<file path="src/rtl/fun_sweep_ctrl.sv">
// Sweeps all 16 dual-rail input vectors into the `fun` gate, samples its output
// and compares against EXPECTED. Optional break-before-make gap: FUN_SWEEP_BBM_EN.
module fun_sweep_ctrl #(
  parameter int unsigned SETTLE   = 2,
  parameter logic [15:0] EXPECTED = 16'h5CDD
) (
  input  logic        clk,
  input  logic        rst,
  input  logic        start,
  input  logic        fun_out,
  output logic        a,
  output logic        a_not,
  output logic        b,
  output logic        b_not,
  output logic        c,
  output logic        c_not,
  output logic        d,
  output logic        d_not,
  output logic        busy,
  output logic        done,
  output logic        pass,
  output logic [15:0] captured,
  output logic [4:0]  err_count,
  output logic [3:0]  vec_idx
);

  typedef enum logic [2:0] {
    S_IDLE   = 3'd0,
    S_DRIVE  = 3'd1,
    S_SAMPLE = 3'd2,
    S_DONE   = 3'd3
`ifdef FUN_SWEEP_BBM_EN
    , S_GAP  = 3'd4
`endif
  } state_t;

  localparam logic [7:0] SETTLE_RELOAD = 8'(SETTLE - 1);

  state_t      state_q, state_d;
  logic [3:0]  vec_idx_q, vec_idx_d;
  logic [7:0]  cnt_q, cnt_d;
  logic [15:0] captured_q, captured_d;
  logic [4:0]  err_q, err_d;
  // Rail order: {a, b, c, d, a_not, b_not, c_not, d_not}
  logic [7:0]  rails_q, rails_d;

  always_comb begin
    state_d    = state_q;
    vec_idx_d  = vec_idx_q;
    cnt_d      = cnt_q;
    captured_d = captured_q;
    err_d      = err_q;
    case (state_q)
      S_IDLE, S_DONE: begin
        if (start) begin
          state_d    = S_DRIVE;
          vec_idx_d  = 4'd0;
          cnt_d      = SETTLE_RELOAD;
          captured_d = 16'h0000;
          err_d      = 5'd0;
        end
      end
      S_DRIVE: begin
        if (cnt_q == 8'd0) state_d = S_SAMPLE;
        else               cnt_d   = cnt_q - 8'd1;
      end
      S_SAMPLE: begin
        captured_d[vec_idx_q] = fun_out;
        // Case-inequality so an undriven/contended output is never taken as a match
        if (fun_out !== EXPECTED[vec_idx_q]) err_d = err_q + 5'd1;
        if (vec_idx_q == 4'd15) begin
          state_d = S_DONE;
        end else begin
          vec_idx_d = vec_idx_q + 4'd1;
`ifdef FUN_SWEEP_BBM_EN
          state_d   = S_GAP;
`else
          cnt_d     = SETTLE_RELOAD;
          state_d   = S_DRIVE;
`endif
        end
      end
`ifdef FUN_SWEEP_BBM_EN
      S_GAP: begin
        cnt_d   = SETTLE_RELOAD;
        state_d = S_DRIVE;
      end
`endif
      default: state_d = S_IDLE;
    endcase

    // Rails are registered from the next-state view so they change exactly at the edge
    rails_d = {vec_idx_d, ~vec_idx_d};
`ifdef FUN_SWEEP_BBM_EN
    if (state_d == S_GAP) rails_d = 8'h00;
`endif
  end

  always_ff @(posedge clk or posedge rst) begin
    if (rst) begin
      state_q    <= S_IDLE;
      vec_idx_q  <= 4'd0;
      cnt_q      <= 8'd0;
      captured_q <= 16'h0000;
      err_q      <= 5'd0;
      rails_q    <= 8'h0F;
    end else begin
      state_q    <= state_d;
      vec_idx_q  <= vec_idx_d;
      cnt_q      <= cnt_d;
      captured_q <= captured_d;
      err_q      <= err_d;
      rails_q    <= rails_d;
    end
  end

  assign {a, b, c, d, a_not, b_not, c_not, d_not} = rails_q;

  assign busy      = (state_q != S_IDLE) && (state_q != S_DONE);
  assign done      = (state_q == S_DONE);
  assign pass      = done && (err_q == 5'd0);
  assign captured  = captured_q;
  assign err_count = err_q;
  assign vec_idx   = vec_idx_q;

endmodule

</file>
<file path="config.mk">
export PLATFORM = sky130hd
export DESIGN_NAME = fun_sweep_ctrl
export DESIGN_NICKNAME = d
export VERILOG_FILES = /design/src/rtl/fun_sweep_ctrl.sv
export SDC_FILE = /design/constraint.sdc
export NUM_CORES = 1
export LEC_CHECK = 0
export ABC_AREA = 1
export BUFFER_PORTS_ARGS = -buffer_cell sky130_fd_sc_hd__buf_2
export CORE_MARGIN = 4
export CORE_UTILIZATION = 52
export DETAILED_ROUTE_END_ITERATION = 8
export PLACE_DENSITY = 0.82
export SETUP_SLACK_MARGIN = 0.1
export SLEW_MARGIN = 15
export SYNTH_ARGS = -nofsm -noshare
export SYNTH_HDL_FRONTEND = slang
export SYNTH_SLANG_ARGS = --single-unit
</file>
<file path="constraint.sdc">
create_clock -name clk -period 3.15 [get_ports clk]
set_input_delay 0 -clock clk [delete_from_list [all_inputs] [get_ports clk]]
set_output_delay 0 -clock clk [all_outputs]
set_load 0.01 [all_outputs]
</file>
Word-level counts from Yosys, hierarchy flattened

Memories as Yosys holds them, arrays and structs flattened.
Cells that the tools add are included.

Input bits: 4
Output and inout port bits: 36
Memory bits (read-only): 16
Bits in registers: 44
Word-level logic and storage cells: 58
Memories: 1

Bitwise logic cells: 1
Add/sub/neg operators: 3
Mux-type cells: 20
Reductions and logical operators: 14
Equal/unequal tests: 11
Magnitude comparators: 2

Memories:

| memory           | depth | width | rd ports | clocked after memory_dff | wr ports | RTL line | RTL |
|---|---|---|---|---|---|---|---|
| (name not given) | 16    | 1     | 1        | 0                        | 0        | 70       | `if (fun_out !== EXPECTED[vec_idx_q]) err_d = err_q + 5'd1;` |

Operators by type and width:

| kind                  | number |
|---|---|
| $pmux W16 S2          | 1 |
| $mux W8               | 3 |
| $pmux W8 S3           | 1 |
| $bwmux W16            | 1 |
| $mux W16              | 1 |
| $mux W5               | 2 |
| $ne A2 B2 Y1 const B  | 5 |
| $pmux W5 S2           | 1 |
| $pmux W3 S3           | 1 |
| $logic_not A8 Y1      | 1 |
| $mux W4               | 2 |
| $pmux W4 S2           | 1 |
| $sub A8 B1 Y8 const B | 1 |
| $eq A3 B2 Y1 const B  | 2 |
| $mux W3               | 2 |
| $reduce_bool A3 Y1    | 2 |
| $add A5 B1 Y5 const B | 1 |
| $logic_not A5 Y1      | 1 |
| $lt A4 B5 Y1 const B  | 1 |
| $add A4 B1 Y4 const B | 1 |
| $demux W1 S4          | 1 |
| $eq A4 B4 Y1 const B  | 1 |
| $ge A4 B1 Y1 const B  | 1 |
| $not A4 Y4            | 1 |
| other kinds (12)      | 16 |

Longest topological paths before layout

Gate-level depths: netlist of the first run.

Depth after elaboration: 6
Mapped depth: 10
Depth with buffers taken out: 10

Worst setup path after synthesis of the first run

No wires, ideal clock.

Path kind: register -> register
Start: register state_q[0]
End: register captured_q[0] (netlist: captured[0])
Data arrival time: 1.527 ns
Period minus slack after synthesis: 1.610 ns
Buffers on the path: 1
Setup slack: 1.540 ns
Stages on the path, launching flop included: 9
Required time: 3.068 ns
Setup time: 0.082 ns
Cell sequence: dfrtp_1 inv_1 ha_1 inv_1 nor2_1 inv_1 nand3_1 buf_2 o22ai_1

Cells in the longest elaborated chain, start to end: 4
Elaborated cells on any way between the ends: 8
Classes of those cells: eq/ne (3); mux (1); reduce/logical (4)

Ends and longest elaborated chain:

| what                                                                | RTL line | RTL |
|---|---|---|
| start, declared                                                     | 39       | `state_t state_q, state_d;` |
| start signal, assigned                                              | 108      | `state_q <= state_d;` |
| $eq A3 B2 Y1 / $logic_not A3 Y1 (equally long branches)             | 53       | `case (state_q)` |
| $reduce_or A2 Y1                                                    | 53       |  |
| $ne A2 B2 Y1 (no line) / $reduce_bool A2 Y1 (equally long branches) | n/a      |  |
| $reduce_and A2 Y1 (no line)                                         | n/a      |  |
| end signal, assigned                                                | 111      | `captured_q <= captured_d;` |
| end, declared                                                       | 42       | `logic [15:0] captured_q, captured_d;` |

Parallel ways exist; a longest one is shown, timed or not.
A chain may end at the register's enable or synchronous reset.

Worst setup path after layout of the first run

Start: register state_q[0]
End: register captured_q[14] (netlist: captured[14])

Same word-level chain as after synthesis.

==> summary.md, run 1 <==
| Metric | Value |
|---|---|
| Clock-pin slew reported for the worst setup and hold paths after clock tree synthesis | `0.07 ns` |
| Remaining max-slew budget at the tightest pin | `45.92%` |
| Number of rows in the core area | `23` |
| Antenna violations before repair | `0` |
| Die height | `73.13 um` |
| Via count of the first global-routing pass | `1811` |
| R2R Path Start | `state_q[0]` |
| # setup viols final | `0` |
| Post-layout util | `62.16%` |
| Standard cell core area | `4058 um2` |
| Share of the yosys chip area belonging to registers | `44.47%` |
| Post-Layout Inst Area | `2522 um2` |
| Final-layout fill cell count | `371` |
| Arithmetic-cell share of the synthesized area counting full adders, half adders and majority gates | `6.807%` |
| Worst setup EP type | `flip-flop` |
| Total of warnings raised by yosys | `0` |
| Min Tclk post-route | `2.339 ns` |
| Clock insertion delay at the later pin of the skew report | `0.29 ns` |
| Number of optimization iterations in the first detailed-route pass | `4` |
| Most frequent cells in the layout | `nand2_1, inv_1, buf_2` |
| Most common cell after layout, fill and taps aside | `nand2_1` |
| WL per Instance | `13.03 um` |
| CP arrival | `2.53 ns` |
| Share of the synthesized area in compound gates (AO/OA/AOI/OAI) | `13.05%` |
| Post-synth cell types | `31` |
| Beginning of the critical path | `state_q[0]` |
| RePlAce Congestion | `0.8547` |
| Clock H-tree levels | `2` |
| Number of ports placed on the die boundary | `40` |
| Layout cell share with drive strength beyond 1 | `20.65%` |
| Largest net degree at the start of global routing | `24` |
| Xor and xnor fraction of the mapped netlist area | `2.382%` |
| Crit Path Category | `flip-flop to flip-flop` |
| Number of antenna diodes | `0` |
| Width of the chip | `73.13 um` |
| Number of max-capacitance violations reported | `0` |
| Post-synthesis simple-gate area fraction | `22.40%` |
| Area of the mapped netlist | `2206 um2` |
| Maximum number of buffers from clock root to sink | `2` |
| Source of the worst hold timing path | `fun_out` |
| WL final | `4691 um` |
| Clock net sink count | `39` |
| Post-Synthesis Net Count | `287` |
| Post-synthesis instance total | `271` |
| Endpoints failing hold | `0` |
| Count of buffers inserted at the top-level ports | `39` |
| Required time reported for the critical path endpoint | `3.34 ns` |
| Aggregate global routing overflow | `0` |
| Number of CTS-inserted buffers | `5` |
| Global-route usage over all layers | `19.47%` |
| DRC violations left | `0` |
| Number of nets in the layout | `326` |
| Power per unit of standard cell area | `837.2 nW/um2` |
| Iter 0 DRT Violations | `124` |
| Final Max Tran Viols | `0` |
| Critical path startpoint category | `flip-flop` |
| Instance area after placement | `2410 um2` |
| PostCTS Resize Cnt | `0` |
| Number of buffers added for setup after CTS | `0` |
| Fmax achieved | `427.5 MHz` |
| Status | `finished clean` |
| Sum of internal, switching and leakage power | `2.112 mW` |
| Unrepaired setup endpoints after global routing | `no` |
| Share of synthesized area spent on multiplexers | `0%` |
| Summed negative setup slack over all endpoints | `0 ns` |
| Via total after detailed routing | `1898` |
| Total Die Area | `5348 um2` |
| DR vias/cell | `5.272` |
| Starting density of the core | `54.36%` |
| Placed Instances | `352` |
| Clock tree root buffer cell | `clkbuf_8` |
| CTS tree | `built` |
| Maximum fanout along the worst path | `23` |
| Main combinational cell family by area after synthesis | `simple AND/OR/NAND/NOR gates` |
| Worst-case clock skew | `0.005947 ns` |
| Post-route insts no fill | `360` |
| Worst-margin pin slew | `0.8113 ns` |
| Largest vdd supply drop | `0.4448 mV` |
| Pleak | `1.328 nW` |
| Wire length of the first global-routing pass | `8100 um` |
| Post-Synthesis Mean Instance Area | `8.140 um2` |
| Period utilisation layout | `74.26%` |
| Hold crit path type | `primary input to flip-flop` |
| Half-perimeter wire length after detailed placement | `3365 um` |
| Synth Register Bits | `39` |
| Relative area change from synthesis to final layout | `14.35%` |
| Post-route antenna net violation count | `0` |
| CTS Hold Buffers Added | `1` |
## worst paths after layout
kind,endpoint,slack (ns),cells after the start
max,captured[14],0.81,4
min,err_count[3],0.20,5
max reg2reg,captured[14],0.81,4
min reg2reg,captured[12],0.50,2
max in group asynchronous,rails_q[0],1.97,4
min in group asynchronous,cnt_q[7],0.37,3
## synthesized netlist by cell type, drive strengths merged
cell / instances / area share (%)
nand2: 57 / 11
inv: 47 / 8.1
dfrtp: 35 / 40
nand3: 27 / 6.4
nor2: 20 / 3.7
o21ai: 18 / 4.3
a21oi: 13 / 3.5
ha: 12 / 6.8
o22ai: 12 / 3.7
buf: 9 / 2.8
dfstp: 4 / 4.8
xor2: 4 / 1.6
nand4: 3 / 0.85
o31ai: 3 / 1.0
nor3: 2 / 0.45
xnor2: 2 / 0.79
a31oi: 1 / 0.28
o211ai: 1 / 0.34
or2: 1 / 0.28
## metal layers
layer / vias to the layer above / track usage, % / wire length [um]
met5: - / 0 / 0
met4: 0 / 6.762 / 63
met3: 6 / 4.959 / 235
met2: 42 / 30.78 / 2206
met1: 905 / 25.83 / 2185
li1: 945 / - / -
## kinds of logic after synthesis
group	Yosys count
AO/OA/AOI/OAI	48
XOR/XNOR	6
adder cells (fa/ha/maj)	12
buffers and inverters	56
flip-flops	39
AND/OR/NAND/NOR	110
## per-stage QoR
step	hold WS (ns)	setup slack, ns
2_1_floorplan	0.2021	1.540
3_3_place_gp	0.1700	0.8923
3_5_place_dp	0.1728	0.7756
4_1_cts	0.1955	0.7975
5_1_grt	0.2586	0.5678
6_report	0.2049	0.8109
## where the power goes
group | switching [mW] | internal (mW) | total [mW] | leakage [nW]
Sequential | 0.0741 | 0.588 | 0.662 | 0.518
Combinational | 0.692 | 0.350 | 1.04 | 0.759
Clock | 0.176 | 0.232 | 0.408 | 0.0513
## critical path: stages (launching register included)
cell	delay, ns
dfrtp_1	0.43
inv_1	0.08
ha_1	0.68
nand3_1	0.64
o31ai_1	0.40
## final cells by class
| type | count | area (um2) | area share, % |
|---|---|---|---|
| inverters | 47 | 178.9 | 7.093 |
| clock inverters | 1 | 30.03 | 1.190 |
| well taps | 50 | 62.56 | 2.480 |
| clock buffers | 6 | 72.57 | 2.877 |
| repair buffers | 41 | 212.7 | 8.433 |
| multi-input cells | 176 | 984.7 | 39.04 |
| flip-flops and latches | 39 | 980.9 | 38.89 |
Power figures use the tool's default switching activity.
==> run 2, diff against run 1 <==
==> constraint.sdc (replaced) <==
create_clock -name clk -period 2.2 [get_ports clk]
set_input_delay 0 -clock clk [delete_from_list [all_inputs] [get_ports clk]]
set_output_delay 0 -clock clk [all_outputs]
set_load 0.01 [all_outputs]
==> run 2 against run 1 <==
Against the previous run:
- worst setup slack got worse by 0.57 ns
- sequential cell count unchanged
- non-clock buffer count rose by 1
- worst hold slack gained 0.0098 ns
- cell count up 0.56%
- critical path type unchanged
- critical path depth increased by 3
- clock skew increased by 0.0042 ns
- critical endpoint is now captured[12]
- highest routed layer unchanged
- clock-buffer cell count up 1
- register-to-register slack got worse by 0.57 ns
- first-iteration DRC count rose by 12%
- maximum frequency up 19%
- combinational power grew 48%
==> summary.md, run 2 (synthesized netlist as in run 1, its figures left out) <==
| Metric | Value |
|---|---|
| Status | `finished clean` |
| Source of the worst hold timing path | `fun_out` |
| Sequential cell area in the final layout | `980.9 um2` |
| Number of max-capacitance violations reported | `0` |
| Min Tclk post-route | `1.962 ns` |
| Path depth of the worst reg2reg path | `7` |
| Maximum fanout along the worst path | `16` |
| Pleak | `1.326 nW` |
| Final worst slack | `0.2378 ns` |
| Global-route usage over all layers | `19.83%` |
| Clock H-tree levels | `2` |
| Antenna violations before repair | `0` |
| Standard cell core area | `4058 um2` |
| Count of buffers inserted at the top-level ports | `39` |
| Relative area change from synthesis to final layout | `14.29%` |
| Via count of the first global-routing pass | `1732` |
| Most common cell after layout, fill and taps aside | `nand2_1` |
| Summed negative setup slack over all endpoints | `0 ns` |
| Clock-pin slew reported for the worst setup and hold paths after clock tree synthesis | `0.08 ns` |
| Area occupied by multi-input gates | `997.2 um2` |
| Switching Power | `1.379 mW` |
| Starting density of the core | `54.36%` |
| Wire length of the first global-routing pass | `8114 um` |
| R2R Path Start | `state_q[0]` |
| Layout cell share with drive strength beyond 1 | `21.15%` |
| Crit Path Category | `flip-flop to flip-flop` |
| Worst setup EP type | `flip-flop` |
| CP arrival | `2.15 ns` |
| Instance area after placement | `2417 um2` |
| Aggregate global routing overflow | `0` |
| Period utilisation layout | `89.19%` |
| Required time reported for the critical path endpoint | `2.39 ns` |
| Clock net sink count | `39` |
| Fmax achieved | `509.6 MHz` |
| Power per unit of standard cell area | `1175 nW/um2` |
| Number of CTS-inserted buffers | `5` |
| Half-perimeter wire length after detailed placement | `3508 um` |
| Post-route antenna net violation count | `0` |
| Hold crit path type | `primary input to flip-flop` |
| WL final | `4817 um` |
| Endpoints failing hold | `0` |
| Internal power | `1.583 mW` |
| Clock tree root buffer cell | `clkbuf_8` |
| Total Die Area | `5348 um2` |
| Number of antenna diodes | `0` |
| Critical path startpoint category | `flip-flop` |
| RePlAce Congestion | `0.8726` |
| Unrepaired setup endpoints after global routing | `no` |
| Via total after detailed routing | `1896` |
| CTS tree | `built` |
| Worst-margin pin slew | `0.4980 ns` |
| Clock insertion delay at the later pin of the skew report | `0.29 ns` |
| Post-Layout Inst Area | `2521 um2` |
| Final-layout fill cell count | `367` |
| Clock share of power | `15.8%` |
| Remaining max-slew budget at the tightest pin | `66.55%` |
| Largest vdd supply drop | `0.7243 mV` |
| Hold Path Cell Cnt | `5` |
| Most frequent cells in the layout | `nand2_1, inv_1, buf_2` |
| Die height | `73.13 um` |
| Part of the total power dissipated in sequential elements | `32.1%` |
| Number of rows in the core area | `23` |
| Maximum number of buffers from clock root to sink | `2` |
| Iter 0 DRT Violations | `139` |
| Largest net degree at the start of global routing | `40` |
| Fraction of power spent switching nets | `46.55%` |
| DRC violations left | `0` |
| Beginning of the critical path | `state_q[0]` |
| WL per Instance | `13.31 um` |
| DR vias/cell | `5.238` |
| Final Max Tran Viols | `0` |
| Number of ports placed on the die boundary | `40` |
| Number of buffers added for setup after CTS | `0` |
| Logic gate share of total power | `52.2%` |
| Number of nets in the layout | `327` |
| # setup viols final | `0` |
| Number of optimization iterations in the first detailed-route pass | `5` |
| Width of the chip | `73.13 um` |
| Worst-case clock skew | `0.01010 ns` |
| Setup slack at placement | `0.08478 ns` |
## run 2: cell count changes in the layout (fill, tap and decap cells not counted), sizes merged
cell and change:
clkinv +1, buf +1, clkbuf +1, bufinv -1
## run 2: layout make-up
type                    instances  area share [%]
clock buffers                   7           3.027
clock inverters                 1          0.1985
inverters                      47           7.097
multi-input cells             176           39.55
flip-flops and latches         39           38.91
well taps                      50           2.481
repair buffers                 42           8.734
## run 2: stage by stage
| step | std cells | hold slack, ns | util, % | power [mW] |
|---|---|---|---|---|
| 3_5_place_dp | 353 | 0.1472 | 59.57 | 2.468 |
| 6_report | 362 | 0.2148 | 62.13 | 2.962 |
| 3_3_place_gp | 353 | 0.1412 | 59.57 | 2.411 |
| 2_1_floorplan | 271 | 0.2021 | - | 2.115 |
| 5_1_grt | 362 | 0.2236 | 62.13 | 3.222 |
| 4_1_cts | 362 | 0.1962 | 61.95 | 2.947 |
## run 2: layer usage
layer	global-route usage, %	share of wire, %	wire length, um
met3	5.510	6.1	295
met5	0	0	0
met4	7.787	1.1	51
met2	30.78	47	2263
met1	26.17	46	2206
## run 2: power groups by stage
stage / registers, mW / clock network [mW] / logic, mW
2_1_floorplan: 0.966 / 0 / 1.15
3_3_place_gp: 0.957 / 0 / 1.45
3_5_place_dp: 0.962 / 0 / 1.51
4_1_cts: 0.951 / 0.476 / 1.52
5_1_grt: 0.965 / 0.526 / 1.73
6_report: 0.950 / 0.467 / 1.54
## run 2: critical path: stages, from the launching register on
cell,delay [ns]
dfrtp_1,0.42
inv_1,0.06
ha_1,0.34
inv_1,0.10
nor2_1,0.07
inv_1,0.18
nand3_2,0.32
o31ai_1,0.37
## run 2: final timing paths
kind                                end  slack (ns)
max reg2reg                captured[12]        0.24
min                        err_count[3]        0.21
max in group asynchronous    rails_q[0]        1.47
min in group asynchronous  err_count[3]        0.37
min reg2reg                captured[13]        0.50
max                        captured[12]        0.24
## run 2: repair_timing
| item | in CTS | in global routing |
|---|---|---|
| endpoints found under the setup margin | 1 | 9 |
| hold buffers | 1 | 0 |
| hold endpoints to repair | 35 | 0 |
| resized for setup | 1 | 1 |
